--- src/rtl/lmsm_sequencer.sv ---
// Initiator-side LM/SM sequencer: walks an 8-bit register mask and issues one
// register-file/memory transfer per cycle, stalling the pipeline while busy.
module lmsm_sequencer #(
    parameter int DATA_W    = 16,
    parameter int ADDR_W    = 16,
    parameter int ADDR_STEP = 2
) (
    input  logic              clk,
    input  logic              rst,
    input  logic              start,
    input  logic              is_load,
    input  logic [7:0]        mask,
    input  logic [ADDR_W-1:0] base_addr,
    output logic [2:0]        reg_read_addr,
    input  logic [DATA_W-1:0] reg_read_data,
    output logic              reg_write_en,
    output logic [2:0]        reg_write_dest,
    output logic [DATA_W-1:0] reg_write_data,
    output logic [ADDR_W-1:0] mem_addr,
    output logic              mem_we,
    output logic              mem_re,
    output logic [DATA_W-1:0] mem_wdata,
    input  logic [DATA_W-1:0] mem_rdata,
    output logic              busy,
    output logic              done
);

    typedef enum logic [1:0] {
        ST_IDLE = 2'd0,
        ST_XFER = 2'd1,
        ST_DONE = 2'd2
    } state_t;

    state_t            state_q, state_d;
    logic [7:0]        rem_mask_q, rem_mask_d;
    logic [ADDR_W-1:0] cur_addr_q, cur_addr_d;
    logic              mode_q, mode_d;
    logic [2:0]        idx_s;

    // R0 has the highest priority, so scan downwards and keep the last hit.
    function automatic logic [2:0] lowest_idx(input logic [7:0] m);
        logic [2:0] r;
        r = 3'd0;
        for (int i = 7; i >= 0; i--) begin
            if (m[i]) begin
                r = 3'(i);
            end
        end
        return r;
    endfunction

    // True when at most one bit remains, i.e. this is the final transfer.
    function automatic logic last_bit(input logic [7:0] m);
        return (m & (m - 8'd1)) == 8'd0;
    endfunction

    assign idx_s = lowest_idx(rem_mask_q);

    // Next-state, datapath updates and combinational transfer outputs.
    always_comb begin
        state_d        = state_q;
        rem_mask_d     = rem_mask_q;
        cur_addr_d     = cur_addr_q;
        mode_d         = mode_q;
        reg_read_addr  = 3'd0;
        reg_write_en   = 1'b0;
        reg_write_dest = 3'd0;
        reg_write_data = '0;
        mem_addr       = '0;
        mem_we         = 1'b0;
        mem_re         = 1'b0;
        mem_wdata      = '0;
        busy           = 1'b0;
        done           = 1'b0;
        case (state_q)
            ST_IDLE: begin
                if (start) begin
                    rem_mask_d = mask;
                    cur_addr_d = base_addr;
                    mode_d     = is_load;
                    if (mask != 8'd0) begin
                        state_d = ST_XFER;
                    end else begin
                        state_d = ST_DONE;
                    end
                end else begin
                    state_d = ST_IDLE;
                end
            end
            ST_XFER: begin
                busy     = 1'b1;
                mem_addr = cur_addr_q;
                if (mode_q) begin
                    mem_re         = 1'b1;
                    reg_write_en   = 1'b1;
                    reg_write_dest = idx_s;
                    reg_write_data = mem_rdata;
                end else begin
                    reg_read_addr = idx_s;
                    mem_we        = 1'b1;
                    mem_wdata     = reg_read_data;
                end
                rem_mask_d = rem_mask_q & ~(8'd1 << idx_s);
                // Address arithmetic is modulo 2^ADDR_W, so the top word wraps to 0.
                cur_addr_d = cur_addr_q + ADDR_W'(ADDR_STEP);
                if (last_bit(rem_mask_q)) begin
                    state_d = ST_DONE;
                end else begin
                    state_d = ST_XFER;
                end
            end
            ST_DONE: begin
                busy    = 1'b1;
                done    = 1'b1;
                state_d = ST_IDLE;
            end
            default: begin
                state_d = ST_IDLE;
            end
        endcase
    end

    // State and working registers; reset aborts any transfer in flight.
    always_ff @(posedge clk) begin
        if (rst) begin
            state_q    <= ST_IDLE;
            rem_mask_q <= 8'd0;
            cur_addr_q <= '0;
            mode_q     <= 1'b0;
        end else begin
            state_q    <= state_d;
            rem_mask_q <= rem_mask_d;
            cur_addr_q <= cur_addr_d;
            mode_q     <= mode_d;
        end
    end

endmodule
--- config.mk ---
export PLATFORM = sky130hd
export DESIGN_NAME = lmsm_sequencer
export DESIGN_NICKNAME = d
export VERILOG_FILES = /design/src/rtl/lmsm_sequencer.sv
export SDC_FILE = /design/constraint.sdc
export NUM_CORES = 1
export LEC_CHECK = 0
export BUFFER_PORTS_ARGS = -buffer_cell sky130_fd_sc_hd__buf_2
export CAP_MARGIN = 20
export CORE_ASPECT_RATIO = 1.4
export CORE_MARGIN = 8
export CORE_UTILIZATION = 25
export CTS_BUF_LIST = sky130_fd_sc_hd__clkbuf_8
export CTS_CLUSTER_SIZE = 24
export DETAILED_ROUTE_END_ITERATION = 10
export PLACE_DENSITY = 0.63
export SYNTH_ARGS = -nofsm -noshare
export SYNTH_HDL_FRONTEND = slang
export SYNTH_SLANG_ARGS = --single-unit
--- constraint.sdc ---
create_clock -name clk -period 1.9 [get_ports clk]
set_input_delay 0.38 -clock clk [delete_from_list [all_inputs] [get_ports clk]]
set_output_delay 0.38 -clock clk [all_outputs]
set_load 0.005 [all_outputs]
==> key figures <==
Placed design
  • IO Port Bufs: 118
  • Routability cong.: 0.843
  • Post-place setup slack: 162 ps
  • Area after DPL: 0.00280 mm2
  • DP Cell Count: 502
  • Dpl hpwl: 6230 um

Critical path
  • Crit-path leading delay family: buffers and inverters
  • Crit path kind: register to output pin
  • Largest fanout on the critical path: 35
  • Arr. time, crit path: 1450 ps
  • CP endpoint kind: output pin
  • Crit path max-delay cell type: dfxtp_1
  • Buffer and inverter count on the worst path: 3
  • Max incr delay on CP: 320 ps
  • Sequence of cells on the critical path: inv_1, ha_4, buf_12, and2_1, buf_2
  • Critical Path RT: 1520 ps
  • CP Launch Type: register

Final layout
  • Filler instances: 867
  • Finished Cell Area: 0.00294 mm2
  • Most common cell after layout, fill and taps aside: buf_2
  • Area delta synth->final: 43.7%
  • Post-Layout Cell Count: 506
  • Nets@finish: 469
  • Most frequent cells in the layout: buf_2, and2_1, nor2_1
  • Layout cells sized above 1: 39.6%
  • Diode count: 0

Route
  • WL per Instance: 15.4 um
  • DR vias/cell: 4.97
  • Via Count: 2515
  • DRT Pass-1 Iters: 4
  • First DRT Iteration DRCs: 102
  • Antenna-violating nets left: 0
  • Final wirelength: 7800 um
  • Drt drc: 0

STA
  • Final Cycle Share: 96.5%
  • Setup ws final: 66.9 ps
  • Clk_skew: 2.36 ps
  • Final hold vios: 0
  • Min Clock Period, post-route: 1830 ps
  • # setup viols final: 0
  • Final slew viol count: 0
  • Setup_tns: 0 ps
  • Worst Hold Slack: 346 ps
  • FMAX: 0.546 GHz
  • Slew HR: 66.9%
  • Worst Tran Pin Value: 495 ps
  • RSZ-0062 raised after global routing: no

Global routing
  • First-pass GRT wire length: 12400 um
  • Number of global-route vias before repair: 2530
  • Tot GR Track Use: 13.0%
  • Largest net degree at the start of global routing: 36
  • Grt ovf: 0
  • Initial antenna violation count: 0

Clock network
  • H-tree depth: 1
  • Root buf cell: clkbuf_8
  • CTS tree: built
  • Clock latency on the worst-skew pair: 280 ps
  • Sink Count: 27
  • Cts bufs inserted: 3
  • CTS clk-pin slew, worst paths: 100 ps
  • Postcts setup bufs: 0
  • Maximum buffer depth of the clock tree: 2

Hold path
  • HP Class: input port to register

Pwr
  • Leak Pwr: 0.00142 uW
  • Clock share of power: 18.2%
  • Internal Pwr Total: 1150 uW
  • Psw: 708 uW
  • Peak VDD IR: 0.329 mV
  • Power per cell area: 633 mW/mm2
  • Logic pwr share: 42.3%
  • Switching share of power: 38.0%
  • Sequential Power Share: 39.5%

Die
  • Die outline width: 92.5 um
  • Row count: 39
  • Die area: 0.0114 mm2
  • Chip height: 123 um
  • Area of the core: 0.00805 mm2
  • Initial core utilization: 25.4%
  • IO Pins: 119

Synth
  • Synth area leaders: dfxtp_1, and2_1, a21oi_1, and3_1, nor2_1
  • Cell taking the most area after synthesis: dfxtp_1
  • Syn avg cell area: 7.13 um2
  • Post-Syn Area: 0.00205 mm2
  • Post-synth cell types: 50
  • Post-Syn Nets: 351
  • Yosys reg bits: 27
  • Ys async rst share: 0%
  • Post-Syn Instances: 287
  • Synth warn: 0
  • Ys flop type: dfxtp_1
  • Yosys top cell area share: 26.4%
  • Post-synth EDFFs: 0
  • Seq/Total Area, Yosys: 26.4%

Status
  • Outcome: finished, final reports clean

Job
  • Max cap viols: 0
==> layout make-up <==
class | count | area [um2] | share of cell area, %
multi-input combinational | 230 | 1440 | 49.0
tap | 102 | 128 | 4.34
clock buffer | 3 | 41.3 | 1.40
timing repair buffer | 135 | 743 | 25.3
clock inverter | 1 | 5.00 | 0.170
sequential | 27 | 549 | 18.7
inverter | 8 | 32.5 | 1.11
==> per-layer routing <==
metal	GRT usage [%]	vias to the layer above	share of wire [%]
li1	-	1258	-
met1	14.3	1138	39
met2	23.8	110	50
met3	3.28	9	9.4
met4	4.04	0	1.6
met5	0	-	0
==> kinds of logic after synthesis <==
group	share of synthesized area, %
and+or+nand+nor	39.9
AOI/OAI and AO/OA	21.7
buffers and inverters	6.17
DFF	26.4
muxes	2.45
adders and majority gates	2.93
xor gates and xnor gates	0.428
==> power groups by stage <==
stage | Combinational, uW | Sequential, uW | Clock, uW
after detailed placement | 726 | 733 | 0
after global placement | 715 | 734 | 0
after floorplan | 461 | 699 | 0
final | 787 | 737 | 339
after CTS | 748 | 723 | 352
after global routing | 876 | 749 | 372
==> repair_timing <==
action | 4_1_cts | 5_1_grt
hold buffers | 0 | 0
setup endpoints to repair | 33 | 33
pin swaps | 0 | 1
resized for setup | 8 | 18
==> per-stage QoR <==
stage,total power (uW),utilization [%]
after CTS,1820,35.7
after global placement,1450,34.7
after detailed placement,1460,34.7
after floorplan,1160,-
after global routing,2000,36.5
final,1860,36.5
==> worst min-delay path: stages <==
cell     delay, ps
buf_2          100
nand2_1         50
a21oi_1         50
==> sequential cells by signal, summed over array words and instances (netlist names) <==
| signal | cells |
|---|---|
| mode_q | 1 |
| cur_addr_q | 16 |
| state_q | 2 |
| rem_mask_q | 8 |
==> path summary, 6_finish.rpt <==
check	startpoint	endpoint	slack [ps]	cells past startpoint
max	state_q[1]$_SDFF_PP0_	mem_addr[9]	70	5
min	mask[3]	rem_mask_q[3]$_SDFFE_PP0P_	350	3
max reg2reg	state_q[1]$_SDFF_PP0_	cur_addr_q[10]$_SDFFE_PP0P_	150	7
min reg2reg	cur_addr_q[0]$_SDFFE_PP0P_	cur_addr_q[0]$_SDFFE_PP0P_	490	2
==> synth_stat cells (2+ instances only) <==
library cell  instances
nand2_2               2
or3_1                 2
nor2_1               27
nand2b_1              5
inv_1                 8
nand2_1              22
a211oi_1              4
o21ai_0              12
nor3_1               13
mux2i_1               5
and3_1               19
o31ai_1               3
dfxtp_1              27
a22oi_1               3
a2111oi_0             2
a2bb2oi_1             2
nor2b_1               3
nor4_1                4
nor3b_1               3
and2_1               33
clkbuf_1             12
ha_1                  4
buf_2                 7
nand3_1              10
a21oi_1              25
nand4_1               2
o32ai_1               5
No activity file was read; power rests on OpenSTA's default activity.
